<file path="src/rtl/change_dispense_ctrl_if.sv">
// Bundle of change-dispense request, hopper handshake and inventory signals.
// The slave modport is the controller; the master modport is the machine/hopper side.
interface change_dispense_ctrl_if #(
    parameter int CNT_W = 8
);
    logic             start;
    logic [7:0]       change_amt;
    logic             inv_load;
    logic [CNT_W-1:0] inv5_in;
    logic [CNT_W-1:0] inv10_in;
    logic [CNT_W-1:0] inv50_in;
    logic             coin_ack;

    logic             coin_req;
    logic [1:0]       coin_sel;
    logic             busy;
    logic             done;
    logic             shortfall;
    logic [7:0]       remaining;
    logic [CNT_W-1:0] inv5;
    logic [CNT_W-1:0] inv10;
    logic [CNT_W-1:0] inv50;

    modport master (
        output start, change_amt, inv_load, inv5_in, inv10_in, inv50_in, coin_ack,
        input  coin_req, coin_sel, busy, done, shortfall, remaining, inv5, inv10, inv50
    );

    modport slave (
        input  start, change_amt, inv_load, inv5_in, inv10_in, inv50_in, coin_ack,
        output coin_req, coin_sel, busy, done, shortfall, remaining, inv5, inv10, inv50
    );
endinterface

</file>
<file path="src/rtl/change_dispense_ctrl.sv">
// Returns change one coin at a time, largest available denomination first,
// tracking hopper inventory and pacing coins with a fixed gap.
module change_dispense_ctrl #(
    parameter int TICK_CYCLES = 100000000,
    parameter int CNT_W       = 8
) (
    input  logic                 clk,
    input  logic                 rst_n,
    change_dispense_ctrl_if.slave bus
);
    localparam int GAP_W = (TICK_CYCLES > 1) ? $clog2(TICK_CYCLES) : 1;

    localparam logic [1:0] SEL_NONE = 2'b00;
    localparam logic [1:0] SEL_5    = 2'b01;
    localparam logic [1:0] SEL_10   = 2'b10;
    localparam logic [1:0] SEL_50   = 2'b11;

    typedef enum logic [2:0] {
        IDLE,
        PICK,
        REQ,
        GAP,
        DONE
    } state_t;

    state_t           state;
    logic [GAP_W-1:0] gap_cnt;

    always_ff @(posedge clk) begin
        if (!rst_n) begin
            state         <= IDLE;
            gap_cnt       <= '0;
            bus.coin_req  <= 1'b0;
            bus.coin_sel  <= SEL_NONE;
            bus.busy      <= 1'b0;
            bus.done      <= 1'b0;
            bus.shortfall <= 1'b0;
            bus.remaining <= '0;
            bus.inv5      <= '0;
            bus.inv10     <= '0;
            bus.inv50     <= '0;
        end else begin
            bus.done <= 1'b0;
            unique case (state)
                IDLE: begin
                    if (bus.inv_load) begin
                        bus.inv5  <= bus.inv5_in;
                        bus.inv10 <= bus.inv10_in;
                        bus.inv50 <= bus.inv50_in;
                    end
                    if (bus.start) begin
                        bus.shortfall <= 1'b0;
                        if (bus.change_amt != 8'd0) begin
                            bus.remaining <= bus.change_amt;
                            bus.busy      <= 1'b1;
                            state         <= PICK;
                        end else begin
                            state <= DONE;
                        end
                    end
                end
                PICK: begin
                    // Largest denomination that fits and is in stock wins.
                    if (bus.remaining >= 8'd50 && bus.inv50 != '0) begin
                        bus.coin_sel <= SEL_50;
                        bus.coin_req <= 1'b1;
                        state        <= REQ;
                    end else if (bus.remaining >= 8'd10 && bus.inv10 != '0) begin
                        bus.coin_sel <= SEL_10;
                        bus.coin_req <= 1'b1;
                        state        <= REQ;
                    end else if (bus.remaining >= 8'd5 && bus.inv5 != '0) begin
                        bus.coin_sel <= SEL_5;
                        bus.coin_req <= 1'b1;
                        state        <= REQ;
                    end else begin
                        bus.shortfall <= (bus.remaining != 8'd0);
                        state         <= DONE;
                    end
                end
                REQ: begin
                    if (bus.coin_ack) begin
                        unique case (bus.coin_sel)
                            SEL_50: begin
                                bus.remaining <= bus.remaining - 8'd50;
                                bus.inv50     <= bus.inv50 - CNT_W'(1);
                            end
                            SEL_10: begin
                                bus.remaining <= bus.remaining - 8'd10;
                                bus.inv10     <= bus.inv10 - CNT_W'(1);
                            end
                            SEL_5: begin
                                bus.remaining <= bus.remaining - 8'd5;
                                bus.inv5      <= bus.inv5 - CNT_W'(1);
                            end
                            default: ;
                        endcase
                        bus.coin_req <= 1'b0;
                        bus.coin_sel <= SEL_NONE;
                        gap_cnt      <= GAP_W'(TICK_CYCLES - 1);
                        state        <= GAP;
                    end
                end
                GAP: begin
                    // Counter was preloaded with TICK_CYCLES-1, so GAP spans TICK_CYCLES cycles.
                    if (gap_cnt == '0) begin
                        state <= PICK;
                    end else begin
                        gap_cnt <= gap_cnt - GAP_W'(1);
                    end
                end
                DONE: begin
                    bus.done <= 1'b1;
                    bus.busy <= 1'b0;
                    state    <= IDLE;
                end
                default: state <= IDLE;
            endcase
        end
    end
endmodule

</file>
<file path="src/flat_wrapper.sv">
// flat-port wrapper written by rule: the top's interface ports become plain ports
module change_dispense_ctrl_flat 
#(
    parameter int TICK_CYCLES = 100000000,
    parameter int CNT_W       = 8
)
  (clk, rst_n, bus_start, bus_change_amt, bus_inv_load, bus_inv5_in, bus_inv10_in, bus_inv50_in, bus_coin_ack, bus_coin_req, bus_coin_sel, bus_busy, bus_done, bus_shortfall, bus_remaining, bus_inv5, bus_inv10, bus_inv50);
  change_dispense_ctrl_if #(.CNT_W(CNT_W)) bus_i ();
  input  logic clk;
  input  logic rst_n;
  input wire logic [$bits(bus_i.start)-1:0] bus_start;
  input wire logic [$bits(bus_i.change_amt)-1:0] bus_change_amt;
  input wire logic [$bits(bus_i.inv_load)-1:0] bus_inv_load;
  input wire logic [$bits(bus_i.inv5_in)-1:0] bus_inv5_in;
  input wire logic [$bits(bus_i.inv10_in)-1:0] bus_inv10_in;
  input wire logic [$bits(bus_i.inv50_in)-1:0] bus_inv50_in;
  input wire logic [$bits(bus_i.coin_ack)-1:0] bus_coin_ack;
  output wire logic [$bits(bus_i.coin_req)-1:0] bus_coin_req;
  output wire logic [$bits(bus_i.coin_sel)-1:0] bus_coin_sel;
  output wire logic [$bits(bus_i.busy)-1:0] bus_busy;
  output wire logic [$bits(bus_i.done)-1:0] bus_done;
  output wire logic [$bits(bus_i.shortfall)-1:0] bus_shortfall;
  output wire logic [$bits(bus_i.remaining)-1:0] bus_remaining;
  output wire logic [$bits(bus_i.inv5)-1:0] bus_inv5;
  output wire logic [$bits(bus_i.inv10)-1:0] bus_inv10;
  output wire logic [$bits(bus_i.inv50)-1:0] bus_inv50;
  assign bus_i.start = bus_start;
  assign bus_i.change_amt = bus_change_amt;
  assign bus_i.inv_load = bus_inv_load;
  assign bus_i.inv5_in = bus_inv5_in;
  assign bus_i.inv10_in = bus_inv10_in;
  assign bus_i.inv50_in = bus_inv50_in;
  assign bus_i.coin_ack = bus_coin_ack;
  assign bus_coin_req = bus_i.coin_req;
  assign bus_coin_sel = bus_i.coin_sel;
  assign bus_busy = bus_i.busy;
  assign bus_done = bus_i.done;
  assign bus_shortfall = bus_i.shortfall;
  assign bus_remaining = bus_i.remaining;
  assign bus_inv5 = bus_i.inv5;
  assign bus_inv10 = bus_i.inv10;
  assign bus_inv50 = bus_i.inv50;
  change_dispense_ctrl #(.TICK_CYCLES(TICK_CYCLES), .CNT_W(CNT_W)) u_core (.clk(clk), .rst_n(rst_n), .bus(bus_i));
endmodule
</file>
<file path="config.mk">
export PLATFORM = sky130hd
export DESIGN_NAME = change_dispense_ctrl_flat
export DESIGN_NICKNAME = d
export VERILOG_FILES = /design/src/rtl/change_dispense_ctrl_if.sv /design/src/rtl/change_dispense_ctrl.sv /design/src/flat_wrapper.sv
export SDC_FILE = /design/constraint.sdc
export NUM_CORES = 1
export LEC_CHECK = 0
export ABC_CLOCK_PERIOD_IN_PS = 2700
export CELL_PAD_IN_SITES_DETAIL_PLACEMENT = 1
export CELL_PAD_IN_SITES_GLOBAL_PLACEMENT = 1
export CORE_MARGIN = 5
export CORE_UTILIZATION = 30
export DETAILED_ROUTE_END_ITERATION = 6
export GPL_ROUTABILITY_DRIVEN = 0
export GPL_TIMING_DRIVEN = 0
export MAX_ROUTING_LAYER = met4
export PLACE_DENSITY_LB_ADDON = 0.1
export RECOVER_POWER = 50
export SETUP_SLACK_MARGIN = 0.2
export SYNTH_ARGS = -nofsm -noshare
export SYNTH_HDL_FRONTEND = slang
export SYNTH_SLANG_ARGS = --single-unit
</file>
<file path="constraint.sdc">
create_clock -name clk -period 2.7 [get_ports clk]
set_clock_uncertainty 0.05 [all_clocks]
set_input_delay 0.405 -clock clk [delete_from_list [all_inputs] [get_ports clk]]
set_output_delay 0.405 -clock clk [all_outputs]
set_load 0.01 [all_outputs]
</file>
# Word level (Yosys, flattened, before mapping)

Cells that the tools add are included.

Register bits after elaboration: 68
Bits of input ports: 37
Output and inout bits: 38
Logic and storage cells: 113

Add/sub/neg operators: 7
Order comparisons: 3
Equal/unequal tests: 21
Muxes and demuxes: 47
Reductions and logical operators: 24

Operators by type and width:

| operator              | count |
|---|---|
| $mux 8                | 12 |
| $pmux 8 s2            | 4 |
| $mux 27               | 2 |
| $pmux 27 s2           | 1 |
| $reduce_bool 8->1     | 5 |
| $logic_not 27->1      | 1 |
| $sub 27x1->27 const B | 1 |
| $pmux 8 s3            | 1 |
| $sub 8x1->8 const B   | 3 |
| $mux 3                | 7 |
| $ne 2x2->1 const B    | 9 |
| $pmux 3 s4            | 1 |
| $reduce_and 3->1      | 4 |
| $reduce_and 4->1      | 3 |
| $mux 1                | 11 |
| $reduce_and 5->1      | 2 |
| $reduce_bool 2->1     | 5 |
| $ge 8x3->1 const B    | 1 |
| $ge 8x4->1 const B    | 1 |
| $ge 8x6->1 const B    | 1 |
| $mux 2                | 4 |
| $sub 8x3->8 const B   | 1 |
| $sub 8x4->8 const B   | 1 |
| $sub 8x6->8 const B   | 1 |
| 12 further kinds      | 20 |

# Longest topological paths before layout

Gate-level depths: netlist of run 1.

Depth after elaboration: 6
Gate-level depth with buffers: 9
Gate-level depth less buffers: 7

# Least setup slack after synthesis of run 1

No wires, ideal clock.

Path kind: reg-to-reg
From: register u_core.gap_cnt[4]
To: register u_core.gap_cnt[19]
Library setup time: 72 ps
Arrival time: 2432 ps
Data required time: 2578 ps
Setup slack: 146 ps
Stages on the path, launching flop included: 7
Buffers on the path: 1
Clock period less this slack: 2554 ps
Cell sequence: dfxtp_1 > or4_1 > buf_2 > or4_4 > or4_1 > or3_1 > a21oi_1

Longest elaborated chain between the ends: 3
Elaborated cells between the ends (all ways): 6
Classes of those cells: 1 x add/sub; 1 x eq/ne; 2 x mux; 2 x reduce/logical

Ends and longest elaborated chain:

| what                                                     | RTL line                                                 | source |
|---|---|---|
| from (decl)                                              | change_dispense_ctrl.sv:27                               | `logic [GAP_W-1:0] gap_cnt;` |
| from (signal assigned)                                   | change_dispense_ctrl.sv:100                              | `gap_cnt <= GAP_W'(TICK_CYCLES - 1);` |
| from (signal assigned)                                   | change_dispense_ctrl.sv:109                              | `gap_cnt <= gap_cnt - GAP_W'(1);` |
| $sub 27x1->27 / $logic_not 27->1 (equally long branches) | change_dispense_ctrl.sv:109, change_dispense_ctrl.sv:106 |  |
| $mux 27 / $ne 2x2->1 (equally long branches)             | n/a                                                      |  |
| $pmux 27 s2 / $reduce_and 3->1 (equally long branches)   | n/a                                                      |  |

Parallel ways exist; a longest one is shown, timed or not. The select of a mux whose other input is x is not followed.
A chain may end at the register's enable or synchronous reset.

# Worst setup path in the final report of run 1

Same ends and word-level chain as after synthesis.

==> results of run 1 <==
[registers in the layout, summed over array words and instances, names as in the netlist]
signal and cells:
u_core.bus.inv5 8, u_core.bus.inv50 8, u_core.bus.busy 1, u_core.bus.shortfall 1, u_core.bus.coin_sel 2, u_core.state 3, u_core.bus.remaining 8, u_core.bus.done 1
u_core.bus.inv10 8, u_core.gap_cnt 27, u_core.bus.coin_req 1
[worst min-delay path: stages, from the launching register on]
cell	delay [ns]
dfxtp_1	0.31
o41ai_1	0.06
a21oi_1	0.07
[synth_stat cells (3+ instances only)]
cell type   n
dfxtp_1    68
a21oi_1    61
nor2_1     58
o21ai_0    47
nand2_1    39
clkbuf_1   36
nand3_1    22
nor3_1     20
inv_1      19
xor2_1     16
ha_1       15
nor4_1     15
a211oi_1   14
nor2b_1     9
o211ai_1    9
nand2b_1    8
nand4_1     8
a31oi_1     7
o21a_1      6
or3_1       6
or4_1       6
a221oi_1    5
nand3b_1    5
nor3b_1     5
o22ai_1     5
a2111oi_0   4
and3_1      4
o41ai_1     4
or2_2       4
a21o_1      3
a32oi_1     3
and2_0      3
mux2i_1     3
o31a_1      3
o31ai_1     3
xnor2_1     3
[power by group through the flow]
stage               clock, µW  sequential, µW  combinational, µW
floorplan                   0            1730               2570
global placement            0            1730               3970
detailed placement          0            1750               4040
CTS                      1260            1740               4270
global route             1300            1790               4870
finish                   1240            1730               4410
[final timing paths]
kind                     startpoint            endpoint  slack, ns
setup reg to reg  u_core.gap_cnt[4]  u_core.gap_cnt[19]       0.21
hold reg to reg   u_core.gap_cnt[9]   u_core.gap_cnt[9]       0.44
hold / removal    u_core.gap_cnt[9]   u_core.gap_cnt[9]       0.44
setup / recovery  u_core.gap_cnt[4]  u_core.gap_cnt[19]       0.21
[final cells by class]
cell class	instances	area, µm²	area share
multi-input cells	456	2841	0.4928
repair buffers	79	788.3	0.1367
inverters	20	75.07	0.01302
clock inverters	6	63.81	0.01107
clock buffers	10	239.0	0.04145
flip-flops and latches	68	1369	0.2374
plain buffers	37	158.9	0.02756
well taps	184	230.2	0.03993
[metal layers]
layer	global-route usage	vias to the layer above	routed length [µm]
li1	-	2342	-
met1	0.2835	2366	8302
met2	0.3316	109	7890
met3	0.03659	20	612
met4	0.04537	0	262
met5	-	-	0
[logic make-up (layout without fill, tap and decap cells)]
logic type | after synthesis | in the layout | synth area share
AOI/OAI and AO/OA | 195 | 195 | 0.2826
xor gates and xnor gates | 19 | 19 | 0.03827
adders and majority gates | 15 | 15 | 0.04317
buffers and inverters | 57 | 152 | 0.04949
DFF | 68 | 68 | 0.3131
muxes | 3 | 3 | 0.006907
and+or+nand+nor | 224 | 224 | 0.2665
[repair_timing]
| item | 4_1_cts | 5_1_grt |
|---|---|---|
| gates cloned | 0 | 0 |
| setup endpoints to repair | 47 | 44 |
| pin swaps | 3 | 3 |
| endpoints found under the hold margin | 0 | 0 |
| resized for setup | 13 | 28 |
| buffers inserted | 3 | 3 |
[metrics by stage]
stage          setup WS [ns]  utilization  instance area [µm²]  std cells  hold WS (ns)
2_1_floorplan         0.2297            -                 4349        581        0.3872
3_3_place_gp         -0.1670       0.3696                 5310        838        0.3928
3_5_place_dp         -0.1909       0.3696                 5310        838        0.4201
4_1_cts               0.1352       0.3957                 5685        857        0.4280
5_1_grt              0.08775       0.4013                 5766        860        0.4486
6_report              0.2075       0.4013                 5766        860        0.4379
==> summary.txt, run 1 <==
Worst setup path
  – Critical-path top delay cell: or4_4
  – R2r worst-path depth: 6
  – Crit path largest cell delay: 0.53 ns
  – Number of cells on the critical path: 6
  – Critical path required time: 2.92 ns
  – Worst path cell trace: or4_4, buf_6, or4_4, or4_4, or3_1, a21oi_1
  – Critical Path Most Common Cell: or4_4
  – Critical path arrival: roughly 2.7 ns
  – Bufs and invs on worst path: 1
  – Largest fanout on the critical path: 5
  – Crit-path leading delay family: simple AND/OR/NAND/NOR gates
  – Critical path endpoint category: flip-flop
  – CP Class: reg -> reg
  – Startpoint Class: flip-flop

Clock tree
  – CTS Buf Count: 9
  – CTS clk-pin slew, worst paths: 0.06 ns
  – Bufs on Longest Clock Path: 2
  – # hold bufs at CTS: 0
  – Clock sink count: slightly below 70
  – Worst-Skew Late Latency: 0.34 ns
  – CTS tree: yes
  – CTS H-Tree Depth: 3
  – Root Buffer Master: clkbuf_16

Routing
  – WL/cell: 19.85 µm
  – Starting DRT DRC Count: 285
  – Final WL: 17.07 mm
  – Routed via count: 4837
  – Drt pass-1 iters: 5
  – Post-route ant nets: 0
  – Residual DRC: 0
  – Drt via density: 5.624

Worst hold path
  – Hold WC Path Type: reg -> reg
  – WHS Path Cells: 2

Timing
  – Normalized max-slew margin: 0.3845
  – RSZ-0062 raised after global routing: true
  – Worst slew pin tran: 0.9232 ns
  – Min Tclk post-route: 2.493 ns
  – Fin Setup TNS: 0 ns
  – Final setup violation count: 0
  – Fin. Hold Viols: 0
  – Tcrit/Tclk final: 0.9232
  – Fmax: 401.2 MHz
  – Fin. max-slew vios: 0

Finish
  – # nets final: about 720
  – Antenna diode count: 0
  – Filler Cell Count: 1805
  – Share of cells above drive strength 1: 0.07840
  – Most frequent cells in the layout: dfxtp_1, a21oi_1, nor2_1, o21ai_0, nand2_1
  – Area Overhead vs Synth: 32.60%
  – Commonest non-fill, non-tap cell in the layout: dfxtp_1

Place
  – DP HPWL: around 12 mm
  – Port bufs: 73

Yosys
  – Yosys top cell area share: 0.3131
  – Syn nets: 633
  – EDFF count, synth: 0
  – Main area contributors after synthesis: dfxtp_1, a21oi_1, o21ai_0, nor2_1, ha_1
  – Syn avg cell area: roughly 7.5 µm²
  – Synth unique cells: 62
  – Mapped Cells: 581
  – Area leader, netlist: dfxtp_1
  – Synthesized cell area: 0.004348 mm²
  – Top_reg_cell synth: dfxtp_1
  – Async SR Flop Fraction: 0
  – Ys Warns: 0
  – Seq/Total Area, Yosys: 0.3131
  – Flops & latches, synth: 68

Power
  – Power Total: ~7400 µW
  – Max IR drop VDD: between 600 and 700 µV
  – Leak pwr: about 0.0022 µW
  – Sw Share: 0.4807
  – Seq pwr share: 0.235
  – Sw power: 3549 µW
  – Power per cell area: between 1000 and 1500 mW/mm²
  – Combinational share of power: 0.597
  – Internal power: about 3800 µW
  – Clock share of power: 0.168

Global route
  – Largest net degree at the start of global routing: 13
  – GR Overflow Total: 0
  – Vias in the first global route: about 5.0k
  – Wire length of the first global-routing pass: 27.34 mm
  – Initial antenna violation count: 0
  – GR Util All Layers: 0.2099

Die
  – Number of I/O pins: 75
  – # rows: 44
  – DIE AREA: 0.01700 mm²
  – Initial Util: 0.3026
  – Vert. Die Dim: 130.4 µm
  – Core footprint: 0.01437 mm²
  – Die Width: 130.4 µm

Job
  – Max cap viols: 0

Outcome
  – Outcome: finished, final reports clean
Power figures use the tool's default switching activity.
==> run 2: changes to the inputs <==
Settings changed: GPL_ROUTABILITY_DRIVEN 0 to 1.
==> results of run 2 <==
No change in the layout: final DEF, timing and power equal those of run 1.
